## config.mk

```make
export PLATFORM = sky130hd
export DESIGN_NAME = quad_decoder
export DESIGN_NICKNAME = d
export VERILOG_FILES = /design/src/rtl/quad_decoder.sv
export SDC_FILE = /design/constraint.sdc
export NUM_CORES = 1
export LEC_CHECK = 0
export CORE_AREA = 2 2 39 41
export CTS_CLUSTER_SIZE = 10
export DETAILED_ROUTE_END_ITERATION = 8
export DIE_AREA = 0 0 41 43
export MAX_ROUTING_LAYER = met4
export PLACE_DENSITY_LB_ADDON = 0.3
export SYNTH_ARGS = -nofsm -noshare
export SYNTH_HDL_FRONTEND = slang
export SYNTH_SLANG_ARGS = --single-unit
export TNS_END_PERCENT = 10
```

## constraint.sdc

```tcl
create_clock -name clk -period 3.5 [get_ports clk]
set_clock_uncertainty 0.2 [all_clocks]
set_input_delay 0.35 -clock clk [delete_from_list [all_inputs] [get_ports clk]]
set_output_delay 0.35 -clock clk [all_outputs]
set_load 0.05 [all_outputs]
```

## src/rtl/quad_decoder.sv

```systemverilog
// Quadrature front end: synchronises and glitch-filters phases A/B, then tracks the
// Gray-code state to emit a one-cycle count enable, a direction level and a sticky error.
module quad_decoder #(
    parameter int FILT = 4
) (
    input  logic clk,
    input  logic rst,
    input  logic a,
    input  logic b,
    input  logic en,
    input  logic clr_err,
    output logic ce,
    output logic dir,
    output logic err
);

    localparam int CW = (FILT > 1) ? $clog2(FILT) : 1;
    localparam logic [CW-1:0] CNT_MAX = CW'(FILT - 1);

    logic [1:0] raw;
    logic [1:0] lvl_cur;
    logic [1:0] lvl_nxt;

    // Bit 1 is phase A, bit 0 is phase B, so the state reads as {af, bf}.
    assign raw = {a, b};

    generate
        for (genvar gi = 0; gi < 2; gi++) begin : g_phase
            logic          s1_reg;
            logic          s2_reg;
            logic          lvl_reg;
            logic          lvl_next;
            logic [CW-1:0] cnt_reg;
            logic [CW-1:0] cnt_next;

            always_comb begin
                lvl_next = lvl_reg;
                cnt_next = cnt_reg;
                if (s2_reg == lvl_reg) begin
                    cnt_next = '0;
                end else if (cnt_reg == CNT_MAX) begin
                    lvl_next = s2_reg;
                    cnt_next = '0;
                end else begin
                    cnt_next = cnt_reg + 1'b1;
                end
            end

            always_ff @(posedge clk or posedge rst) begin
                if (rst) begin
                    s1_reg  <= 1'b0;
                    s2_reg  <= 1'b0;
                    lvl_reg <= 1'b0;
                    cnt_reg <= '0;
                end else begin
                    s1_reg  <= raw[gi];
                    s2_reg  <= s1_reg;
                    lvl_reg <= lvl_next;
                    cnt_reg <= cnt_next;
                end
            end

            assign lvl_cur[gi] = lvl_reg;
            assign lvl_nxt[gi] = lvl_next;
        end
    endgenerate

    // Successor of a state along the up sequence 00->10->11->01->00.
    function automatic logic [1:0] up_of(input logic [1:0] s);
        case (s)
            2'b00:   up_of = 2'b10;
            2'b10:   up_of = 2'b11;
            2'b11:   up_of = 2'b01;
            default: up_of = 2'b00;
        endcase
    endfunction

    logic step_up;
    logic step_dn;
    logic step_both;
    logic ce_reg, ce_next;
    logic dir_reg, dir_next;
    logic err_reg, err_next;

    assign step_up   = (lvl_nxt == up_of(lvl_cur));
    assign step_dn   = (lvl_cur == up_of(lvl_nxt));
    assign step_both = ((lvl_cur ^ lvl_nxt) == 2'b11);

    always_comb begin
        ce_next  = 1'b0;
        dir_next = dir_reg;
        if (step_up) begin
            ce_next = en;
            if (en) dir_next = 1'b1;
        end else if (step_dn) begin
            ce_next = en;
            if (en) dir_next = 1'b0;
        end
    end

    // A new illegal step wins over a simultaneous clear.
    always_comb begin
        err_next = err_reg;
        if (step_both && en)
            err_next = 1'b1;
        else if (clr_err)
            err_next = 1'b0;
    end

    always_ff @(posedge clk or posedge rst) begin
        if (rst) begin
            ce_reg  <= 1'b0;
            dir_reg <= 1'b1;
            err_reg <= 1'b0;
        end else begin
            ce_reg  <= ce_next;
            dir_reg <= dir_next;
            err_reg <= err_next;
        end
    end

    assign ce  = ce_reg;
    assign dir = dir_reg;
    assign err = err_reg;

endmodule

```

==> impl_metrics.json, run 1 <==
{
  "critPathKind": "register to output pin",
  "largest_reg_flops": 4,
  "globalRouteMet3Util": 0.03141,
  "syn_area_um2": 503.0,
  "vias_per_cell": 4.556,
  "grt_use_total": 0.1140,
  "cts_buffers": 3,
  "cpMaxStageDelayCell": "clkdlybuf4s50_1",
  "ys.warnings.count": 0,
  "ys_seq_elements": 13,
  "min_period_ns": 2.147,
  "fmax_mhz": 465.7,
  "drv_slew": 0,
  "whs_ns": 0.1502,
  "rsz0062_at_grt": "no",
  "row_count": 14,
  "cts_root_buf": "clkbuf_4",
  "vias": 287,
  "cts_setup_buffers": 0,
  "avgSynthCellArea_um2": 14.37,
  "groute.layer.met1.usage": 0.1364,
  "cp_max_fo": 3,
  "drcViolationCount": 0,
  "wl_per_cell_um": 11.52,
  "tns_ns": 0,
  "synth_cells": 35,
  "cts.repair.resized": 0,
  "layout-drive-gt1-share": 0.1702,
  "dp_cells": 59,
  "cts-hold-fix-buffers": 0,
  "port-buffer-count": 8,
  "grt_max_degree": 14,
  "yosysSeqAreaShare": 0.6493,
  "cts_buffer_depth": 2,
  "final_cells": 63,
  "fin_crit_sh": 0.6136,
  "globalRouteOverflowTotal": 0,
  "io-pin-count": 9,
  "grt_pass1_wl_um": 1228,
  "setup_violations": 0,
  "drt-pass1-iter-count": 2,
  "critPathLaunchType": "register",
  "synth_nets": 43,
  "cellLeakagePower_nw": 0.2769,
  "tightest_slew_ns": 0.4899,
  "antenna_found_initial": 0,
  "maxCapViolCount": 0,
  "crit_chain": "clkdlybuf4s50_1",
  "cp_top_family": "buffers and inverters",
  "cts_sinks": 13,
  "grt_pass1_vias": 302,
  "die-area_um2": 1763,
  "crit_arrival_ns": 1.60,
  "hold_path_class": "register to register",
  "max_stage_delay_ns": 0.79,
  "core_um2": 1384,
  "h-tree-depth": 1,
  "gr-usage-met2": 0.1594,
  "synth_cell_types": 15,
  "area_growth_pct": 25.12,
  "die-height_um": 43,
  "grt_busiest_layer": "met2",
  "nets": 56,
  "antenna-diode-count": 0,
  "final_hold_viol_count": 0,
  "outcome": "finished, final reports clean",
  "critPathBufInv": 1,
  "start_util": 0.3635,
  "end_kind": "output pin",
  "clkLatencyLatePin_ns": 0.27,
  "wl_um": 726,
  "slew_headroom": 0.6724,
  "cts_tree": "yes",
  "powerDensity_nw_per_um2": 847.5,
  "crit_required_ns": 2.95,
  "ant_nets": 0,
  "vdd_ir_drop_max_uv": 245.4,
  "detail_route.iter0.violations": 2,
  "place_congestion": 0.6775,
  "fp.dieW_um": 41,
  "clkTransAtPathRegs_ns": 0.07
}
routing by layer:
metal  vias to the layer above  share of wire  wire length [µm]
met4                         0          0.011                 8
met2                        11           0.50               362
met1                       137           0.42               305
met3                         2          0.069                50
met5                         -              0                 0
li1                        137              -                 -
cells in the final DEF, fill, tap and decap left out, drive strengths merged:
master	netlist	final
xnor2	3	3
nor2b	2	2
nor3	2	2
xor2	2	2
a21oi	2	2
nand3	1	1
nor2	1	1
mux2	2	2
clkbuf	0	4
o21ai	1	1
inv	3	3
clkdlybuf4s50	0	8
dfrtp	12	12
dfstp	1	1
o32ai	1	1
ha	2	2
kinds of logic after synthesis:
| logic type | share of synthesized area |
|---|---|
| xor gates and xnor gates | 0.1169 |
| and+or+nand+nor | 0.06217 |
| muxes | 0.05223 |
| adders and majority gates | 0.04974 |
| buffers and inverters | 0.02239 |
| DFF | 0.6493 |
| AOI/OAI and AO/OA | 0.04726 |
report_power, final:
part	internal (mW)	leakage [nW]	switching, mW	total [mW]
combinational	0.100	0.103	0.117	0.217
sequential	0.198	0.159	0.0309	0.229
clock	0.0441	0.0150	0.0436	0.0878
total	0.342	0.277	0.191	0.533
final timing paths:
path	startpoint	slack (ns)	endpoint	depth (start not counted)
worst max-delay path	dir$_DFFE_PP1P_	1.35	dir	1
worst min-delay path	g_phase[0].s1_reg$_DFF_PP0_	0.15	g_phase[0].s2_reg$_DFF_PP0_	0
worst max register to register	g_phase[1].cnt_reg[0]$_DFF_PP0_	1.80	dir$_DFFE_PP1P_	5
worst min register to register	g_phase[0].s1_reg$_DFF_PP0_	0.15	g_phase[0].s2_reg$_DFF_PP0_	0
max in group asynchronous	rst	2.57	dir$_DFFE_PP1P_	2
min in group asynchronous	rst	0.19	ce$_DFF_PP0_	2
worst register-to-register path, stage by stage (launching register included):
cell and delay [ns]:
dfrtp_1 0.38, ha_1 0.24, mux2_4 0.33, xor2_2 0.19
o21ai_0 0.12, a21oi_1 0.17
Yosys cell counts, drive strengths merged:
library cell / number / area [µm²]
dfrtp: 12 / 300.3
inv: 3 / 11.26
xnor2: 3 / 26.28
a21oi: 2 / 10.01
ha: 2 / 25.02
mux2: 2 / 26.27
nor2b: 2 / 12.51
nor3: 2 / 10.01
xor2: 2 / 32.53
dfstp: 1 / 26.28
nand3: 1 / 5.000
nor2: 1 / 3.750
o21ai: 1 / 5.000
o32ai: 1 / 8.760
layout make-up:
cell class / instances / area (µm²)
inverter: 3 / 11.26
sequential: 13 / 326.6
timing repair buffer: 8 / 80.08
clock buffer: 4 / 26.28
fill: 125 / 754.5
multi-input combinational: 19 / 165.2
tap: 16 / 20.02
through the flow:
stage	setup WS (ns)	instance area [µm²]	util	total power, mW
3_3_place_gp	1.645	603.1	0.4358	0.4379
2_1_floorplan	1.927	503.0	-	0.3972
6_report	1.353	629.4	0.4548	0.5334
4_1_cts	1.343	629.4	0.4548	0.5422
3_5_place_dp	1.643	603.1	0.4358	0.4531
5_1_grt	1.308	629.4	0.4548	0.5789
No activity file was read; power rests on OpenSTA's default activity.
==> run 2: changes to the inputs <==
clock period = 1.85 ns   (was 3.5 ns; I/O delays follow)
==> run 2 against run 1 <==
  * Clock power is 90% higher
  * Largest cell class unchanged
  * Critical path depth is 4 higher
  * Hold slack worse by 0.13 ns
==> impl_metrics.json, run 2 (same netlist as run 1, synthesis figures left out) <==
{
  "wl_um": 726,
  "cts-hold-fix-buffers": 0,
  "end_kind": "register",
  "tns_ns": 0,
  "grt_max_degree": 14,
  "cts_setup_buffers": 0,
  "fmax_mhz": 583.5,
  "die-height_um": 43,
  "cp_max_fo": 3,
  "critPathLaunchType": "register",
  "seqPwrFrac": 0.437,
  "grt_pass1_vias": 339,
  "max_stage_delay_ns": 0.39,
  "comb_power_share": 0.397,
  "cts_buffer_depth": 2,
  "cp_top_family": "flip-flops",
  "vias": 286,
  "switching_share": 0.3600,
  "cts.repair.resized": 0,
  "placed_area_um2": 595.6,
  "setup_violations": 0,
  "powerDensity_nw_per_um2": 1612,
  "row_count": 14,
  "maxCapViolCount": 0,
  "rsz0062_at_grt": "no",
  "cellLeakagePower_nw": 0.2818,
  "antenna_found_initial": 0,
  "antenna-diode-count": 0,
  "fin_crit_sh": 0.9263,
  "drcViolationCount": 0,
  "fillCellCount": 127,
  "power.total_mw": 1.002,
  "cpMaxStageDelayCell": "dfrtp_1",
  "multi_input_area_um2": 165.2,
  "drt-pass1-iter-count": 2,
  "cts_sinks": 13,
  "pwr-share-clk": 0.166,
  "seq_area_um2": 326.6,
  "min_period_ns": 1.714,
  "clkLatencyLatePin_ns": 0.27,
  "clkTransAtPathRegs_ns": 0.07,
  "crit_chain": "ha_1 -> mux2_4 -> xor2_2 -> o21ai_0 -> a21oi_1",
  "final_area_um2": 621.8,
  "detail_route.iter0.violations": 3,
  "vdd_ir_drop_max_uv": 471.5,
  "die-area_um2": 1763,
  "drv_slew": 0,
  "cts_root_buf": "clkbuf_4",
  "cts_tree": "yes",
  "final_hold_viol_count": 0,
  "fp.dieW_um": 41,
  "ant_nets": 0,
  "critPathBufInv": 0,
  "largest_reg_flops": 4,
  "grt_use_total": 0.1280,
  "h-tree-depth": 1,
  "dp_hpwl_um": 584.3,
  "vias_per_cell": 4.540,
  "port-buffer-count": 8,
  "layout-drive-gt1-share": 0.2340,
  "wl_per_cell_um": 11.52,
  "crit_required_ns": 1.85,
  "power.internal_mw": 0.6416,
  "start_util": 0.3635,
  "tightest_slew_ns": 0.4698,
  "core_um2": 1384,
  "grt_pass1_wl_um": 1373,
  "io-pin-count": 9,
  "hold_path_class": "input pin to async pin",
  "p_switching_mw": 0.3609,
  "slew_headroom": 0.6865,
  "outcome": "finished, final reports clean",
  "layout_common_cells": "dfrtp_1 (12), clkdlybuf4s50_1 (5)",
  "area_growth_pct": 23.63,
  "nets": 56,
  "critPathKind": "register to register",
  "fin_util": 0.4494,
  "place_congestion": 0.7011,
  "globalRouteOverflowTotal": 0,
  "cts_buffers": 3,
  "crit_arrival_ns": 1.71,
  "layout_commonest_cell": "dfrtp_1"
}
-- run 2: area by class of cell --
type / count / area share
Tap cell: 16 / 0.03219
Inverter: 3 / 0.01811
Multi-Input combinational cell: 19 / 0.2656
Timing Repair Buffer: 8 / 0.1167
Sequential cell: 13 / 0.5252
Clock buffer: 4 / 0.04225
-- run 2: through the flow --
step | std cells | hold WS (ns) | setup slack, ns
2_1_floorplan | 35 | -0.1388 | 0.2773
3_3_place_gp | 59 | 0.1329 | 0.2371
3_5_place_dp | 59 | 0.1364 | 0.1425
4_1_cts | 63 | 0.02916 | 0.1152
5_1_grt | 63 | 0.07794 | 0.03802
6_report | 63 | 0.01848 | 0.1363
-- run 2: path summary, 6_finish.rpt --
kind / cells after the start / slack [ns] / to / startpoint
setup reg to reg: 5 / 0.14 / dir$_DFFE_PP1P_ / g_phase[1].cnt_reg[0]$_DFF_PP0_
max in group asynchronous: 2 / 1.09 / dir$_DFFE_PP1P_ / rst
min in group clk: 1 / 0.15 / g_phase[0].s1_reg$_DFF_PP0_ / b
hold reg to reg: 0 / 0.15 / g_phase[1].s2_reg$_DFF_PP0_ / g_phase[1].s1_reg$_DFF_PP0_
hold / removal: 2 / 0.02 / g_phase[1].cnt_reg[1]$_DFF_PP0_ / rst
setup / recovery: 5 / 0.14 / dir$_DFFE_PP1P_ / g_phase[1].cnt_reg[0]$_DFF_PP0_
-- run 2: per-layer routing --
| layer | share of wire | up-vias | GRT usage |
|---|---|---|---|
| met3 | 0.072 | 3 | 0.03141 |
| met4 | 0.043 | 0 | 0.1000 |
| met5 | 0 | - | - |
| met1 | 0.39 | 134 | 0.1444 |
| met2 | 0.49 | 12 | 0.1844 |
| li1 | - | 137 | - |
-- run 2: power groups by stage --
stage                     Sequential (mW)  Clock, mW  Combinational [mW]
after floorplan                     0.495          0               0.257
after global placement              0.435          0               0.387
after detailed placement            0.443          0               0.407
after CTS                           0.441      0.175               0.407
after global routing                0.449      0.182               0.464
final                               0.438      0.167               0.398
-- run 2: worst register-to-register path: stages (launching register included) --
cell and delay [ns]:
dfrtp_1 0.39, ha_1 0.25, mux2_4 0.33, xor2_2 0.18
o21ai_0 0.11, a21oi_1 0.18
